<file path="config.mk">
export PLATFORM = sky130hd
export DESIGN_NAME = pc_fetch_stage
export DESIGN_NICKNAME = d
export VERILOG_FILES = /design/src/rtl/pc_fetch_stage_pkg.sv /design/src/rtl/pc_fetch_stage_if_id_reg.sv /design/src/rtl/pc_fetch_stage.sv
export SDC_FILE = /design/constraint.sdc
export NUM_CORES = 1
export LEC_CHECK = 0
export CAP_MARGIN = 40
export CORE_ASPECT_RATIO = 1.2
export CORE_MARGIN = 4
export CORE_UTILIZATION = 25
export DETAILED_ROUTE_END_ITERATION = 8
export DONT_BUFFER_PORTS = 1
export SLEW_MARGIN = 20
export SYNTH_ARGS = -nofsm -noshare
export SYNTH_HDL_FRONTEND = slang
export SYNTH_SLANG_ARGS = --single-unit
</file>
<file path="constraint.sdc">
create_clock -name clk -period 10.1 [get_ports clk]
set_input_delay 3.03 -clock clk [delete_from_list [all_inputs] [get_ports clk]]
set_output_delay 3.03 -clock clk [all_outputs]
set_load 0.05 [all_outputs]
</file>
<file path="src/rtl/pc_fetch_stage_pkg.sv">
// Shared definitions for the fetch stage: FSM encoding and PC defaults
// that decode and branch logic reuse to agree on reset vector and stride.
package pc_fetch_stage_pkg;

  typedef enum logic [1:0] {
    ST_BOOT   = 2'd0,
    ST_RUN    = 2'd1,
    ST_HALTED = 2'd2
  } fetch_state_e;

  localparam int unsigned DEF_RESET_PC = 0;
  localparam int unsigned DEF_PC_STEP  = 1;

endpackage

</file>
<file path="src/rtl/pc_fetch_stage_if_id_reg.sv">
// IF/ID pipeline register. Control priority: hold, then squash, then load.
// With no control asserted all fields keep their value.
module pc_fetch_stage_if_id_reg #(
  parameter int ADDR_W  = 32,
  parameter int INSTR_W = 32
) (
  input  logic               clk,
  input  logic               rst,
  input  logic               i_load,
  input  logic               i_hold,
  input  logic               i_squash,
  input  logic [ADDR_W-1:0]  i_pc,
  input  logic [INSTR_W-1:0] i_instr,
  output logic [ADDR_W-1:0]  o_pc,
  output logic [INSTR_W-1:0] o_instr,
  output logic               o_valid
);

  logic [ADDR_W-1:0]  r_pc;
  logic [INSTR_W-1:0] r_instr;
  logic               r_valid;

  // A squash only kills valid; pc/instr keep the last fetched values.
  always_ff @(posedge clk or posedge rst) begin
    if (rst) begin
      r_pc    <= '0;
      r_instr <= '0;
      r_valid <= 1'b0;
    end else if (i_hold) begin
      r_pc    <= r_pc;
      r_instr <= r_instr;
      r_valid <= r_valid;
    end else if (i_squash) begin
      r_valid <= 1'b0;
    end else if (i_load) begin
      r_pc    <= i_pc;
      r_instr <= i_instr;
      r_valid <= 1'b1;
    end
  end

  assign o_pc    = r_pc;
  assign o_instr = r_instr;
  assign o_valid = r_valid;

endmodule

</file>
<file path="src/rtl/pc_fetch_stage.sv">
// Program counter and instruction fetch: BOOT/RUN/HALTED sequencing,
// redirect on taken branch/jump, memory wait-state tolerance, IF/ID capture.
module pc_fetch_stage
  import pc_fetch_stage_pkg::*;
#(
  parameter int                ADDR_W   = 32,
  parameter int                INSTR_W  = 32,
  parameter logic [ADDR_W-1:0] RESET_PC = ADDR_W'(DEF_RESET_PC),
  parameter logic [ADDR_W-1:0] PC_STEP  = ADDR_W'(DEF_PC_STEP)
) (
  input  logic               clk,
  input  logic               reset,
  input  logic               in_pc_sel,
  input  logic [ADDR_W-1:0]  in_target,
  input  logic               in_stall,
  input  logic               in_halt,
  input  logic [INSTR_W-1:0] in_imem_rdata,
  input  logic               in_imem_ready,
  output logic [ADDR_W-1:0]  out_imem_addr,
  output logic               out_imem_req,
  output logic [ADDR_W-1:0]  out_if_pc,
  output logic [INSTR_W-1:0] out_if_instr,
  output logic               out_if_valid,
  output logic               out_halted
);

  fetch_state_e      r_state;
  fetch_state_e      w_state_nxt;
  logic [ADDR_W-1:0] r_pc;
  logic [ADDR_W-1:0] w_pc_nxt;
  logic              w_load;
  logic              w_hold;
  logic              w_squash;

  always_ff @(posedge clk or posedge reset) begin
    if (reset) begin
      r_state <= ST_BOOT;
      r_pc    <= RESET_PC;
    end else begin
      r_state <= w_state_nxt;
      r_pc    <= w_pc_nxt;
    end
  end

  // Redirect outranks halt: the halting instruction is younger than the
  // branch and is squashed with the rest of the wrong path.
  always_comb begin
    w_state_nxt = r_state;
    w_pc_nxt    = r_pc;
    w_load      = 1'b0;
    w_hold      = 1'b0;
    w_squash    = 1'b0;
    case (r_state)
      ST_BOOT: begin
        w_state_nxt = ST_RUN;
        w_hold      = 1'b1;
      end
      ST_RUN: begin
        if (in_pc_sel) begin
          w_pc_nxt = in_target;
          w_squash = 1'b1;
        end else if (in_halt) begin
          w_state_nxt = ST_HALTED;
          w_squash    = 1'b1;
        end else if (in_stall) begin
          w_hold = 1'b1;
        end else if (in_imem_ready) begin
          w_pc_nxt = r_pc + PC_STEP;
          w_load   = 1'b1;
        end else begin
          w_squash = 1'b1;
        end
      end
      ST_HALTED: begin
        w_squash = 1'b1;
      end
      default: begin
        w_state_nxt = ST_BOOT;
        w_squash    = 1'b1;
      end
    endcase
  end

  pc_fetch_stage_if_id_reg #(
    .ADDR_W (ADDR_W),
    .INSTR_W(INSTR_W)
  ) u_if_id (
    .clk     (clk),
    .rst     (reset),
    .i_load  (w_load),
    .i_hold  (w_hold),
    .i_squash(w_squash),
    .i_pc    (r_pc),
    .i_instr (in_imem_rdata),
    .o_pc    (out_if_pc),
    .o_instr (out_if_instr),
    .o_valid (out_if_valid)
  );

  assign out_imem_addr = r_pc;
  assign out_imem_req  = (r_state == ST_RUN);
  assign out_halted    = (r_state == ST_HALTED);

endmodule

</file>
==> metrics.txt <==
most frequent cells in the layout 99 x dfrtp_1, 62 x mux2_1, 36 x a21oi_1; Final Skew 0.00702 ns; # rows 53; unrepaired setup endpoints after global routing no; IO Pins 169; GRT Util Overall 0.126; die height 156 µm; clk buf depth 2; average size of a mapped cell 11.3 µm²; CP startpoint kind input port; clock latency on the worst-skew pair 0.34 ns; area delta synth->final 12.0%; share of cells above drive strength 1 0.0823; Die X 131 µm; adder-cell share of the synthesized area 0.00274; Post-synth EDFFs 0; WHS Endpoint u_if_id.o_valid; simple-gate share of the synthesized area 0.129; Worst-Margin Slew 0.748 ns; CTS Sinks 99; Clock Power Share 0.173; Setup Fix Bufs, Post-CTS 0; first-pass GRT wire length 20300 µm; pwr/cell area 377 nW/µm²; core area 17800 µm²; CP max FO 42; Rel. slew slack 0.499; cts hold-fix bufs 0; die area 20500 µm²; routed len/inst 20.6 µm; initial drt markers 158; Reg2Reg Depth 5; Compound-Gate Fraction of Synth Area 0.136; Sw Ratio 0.550; ANT nets after route 0; IO Port Bufs 0; number of synthesis warnings 0; Fin Setup TNS 0 ns; RR Startpoint out_imem_addr[0]; xor and xnor area share after synthesis 0; final hold violations 0; Synth Register Bits 99; Pins Over Slew Limit 0; WS Path Type input port to register; f_max 0.222 GHz; post-layout min period 4.50 ns; vias 3308; Clock Root Buffer clkbuf_16; Routed WL 12800 µm; nets 468; Synth Flop Type dfrtp_1; Reg clk slew, reported paths 0.06 ns; sequential area share after synthesis 0.542; combinational power share 0.136; design area 5120 µm²; maximum vdd drop 0.000147 V; Reg power frac 0.691; GPL Wtd Cong 0.770; status finished, final reports clean; CP Capture Type register; largest family of logic cells by synthesized area multiplexers; largest net degree at the start of global routing 65; static leakage 2.08 nW; min-delay src r_state[1]; Worst EP required 10.32 ns; initial antenna violation count 2; crit path from in_stall; reg2reg setup slack 7.54 ns; FFs w/ async S/R, synth 1.00; vias per cell 5.32; Detailed Place HPWL 9390 µm; CTS tree yes; Cell Area, Placed 4820 µm²; mux cell area share after synthesis 0.160; vias in the first global route 3520; DRC viols 0; Pint 0.000869 W; Final setup viols 0; most common cell after layout, fill and taps aside dfrtp_1; reg2reg end out_imem_addr[18]; synthesized area 4570 µm²; Max Cap Viol 0; Synth cell types 52; DR pass1 iterations 4; Psw 0.00106 W; CP Data Arrival Time 4.72 ns; Post-Syn Nets 476; Initial Utilization 0.257; H-tree levels 3; Cells after Synth 405; worst min path class register to register; crit share post-route 0.445; hold path cells 1; post-cts gate resize count 0; GR Overflow Total 0; Num CTS Buffers 9
## synth_stat cells (all sizes together), types with 5 or more instances
library cell / n / area share
nor2: 15 / 0.013
mux2: 63 / 0.16
nand2: 27 / 0.022
buf: 15 / 0.018
o21ai: 20 / 0.022
dfrtp: 99 / 0.54
nor3: 11 / 0.013
o22ai: 7 / 0.0096
and4: 6 / 0.012
clkbuf: 12 / 0.0099
nor4: 5 / 0.0068
a21oi: 36 / 0.039
and3: 5 / 0.0071
nand3: 23 / 0.028
## registers in the layout, indices dropped and copies added (netlist names)
name,cells
out_imem_addr,32
r_state,2
u_if_id.o_instr,32
u_if_id.o_pc,32
u_if_id.o_valid,1
## stage by stage
step	worst slack [ns]	total power [W]	instances	hold slack (ns)	utilization
global route	5.43	0.00203	622	0.510	0.288
CTS	5.57	0.00195	620	0.502	0.287
global placement	4.75	0.00159	602	0.465	0.269
floorplan	4.48	0.00149	405	0.436	-
detailed placement	5.19	0.00161	605	0.490	0.271
finish	5.60	0.00193	622	0.502	0.288
## critical path, stage by stage
cell     delay [ns]
nor3b_1        0.52
nand3_4        0.44
buf_12         0.34
mux2_1         0.34
## cell families after synthesis
logic type | after synthesis
DFF | 99
and+or+nand+nor | 110
buffers and inverters | 31
muxes | 65
adders and majority gates | 1
AOI/OAI and AO/OA | 99
## how the worst max path moves through the flow
stage,to,slack (ns),cells after the start
finish,u_if_id.o_instr[12],5.60,4
global route,u_if_id.o_instr[3],5.43,4
CTS,u_if_id.o_instr[12],5.57,4
detailed placement,u_if_id.o_instr[12],5.19,4
global placement,out_imem_addr[31],4.75,4
floorplan,out_imem_addr[0],4.48,1
## power by group through the flow
| stage | Combinational, W | Sequential, W | Clock (W) |
|---|---|---|---|
| after floorplan | 0.000221 | 0.00127 | 0 |
| after global placement | 0.000247 | 0.00134 | 0 |
| after detailed placement | 0.000265 | 0.00135 | 0 |
| after CTS | 0.000266 | 0.00134 | 0.000348 |
| after global routing | 0.000301 | 0.00136 | 0.000369 |
| final | 0.000262 | 0.00133 | 0.000334 |
## final cells by class
type / count / area, µm²
Sequential cell: 99 / 2480
Inverter: 4 / 17.5
Clock inverter: 3 / 40.0
Multi-Input combinational cell: 275 / 1970
Tap cell: 220 / 275
Clock buffer: 12 / 236
Timing Repair Buffer: 8 / 100
Fill cell: 1817 / 12600
Antenna cell: 1 / 2.50
## layer usage
| metal | GRT usage | vias up | part of all wire |
|---|---|---|---|
| met5 | 0 | - | 0.00039 |
| met4 | 0.0645 | 2 | 0.026 |
| met3 | 0.0510 | 22 | 0.095 |
| met2 | 0.202 | 151 | 0.48 |
| met1 | 0.146 | 1648 | 0.40 |
| li1 | - | 1485 | - |
No activity file was read; power rests on OpenSTA's default activity.
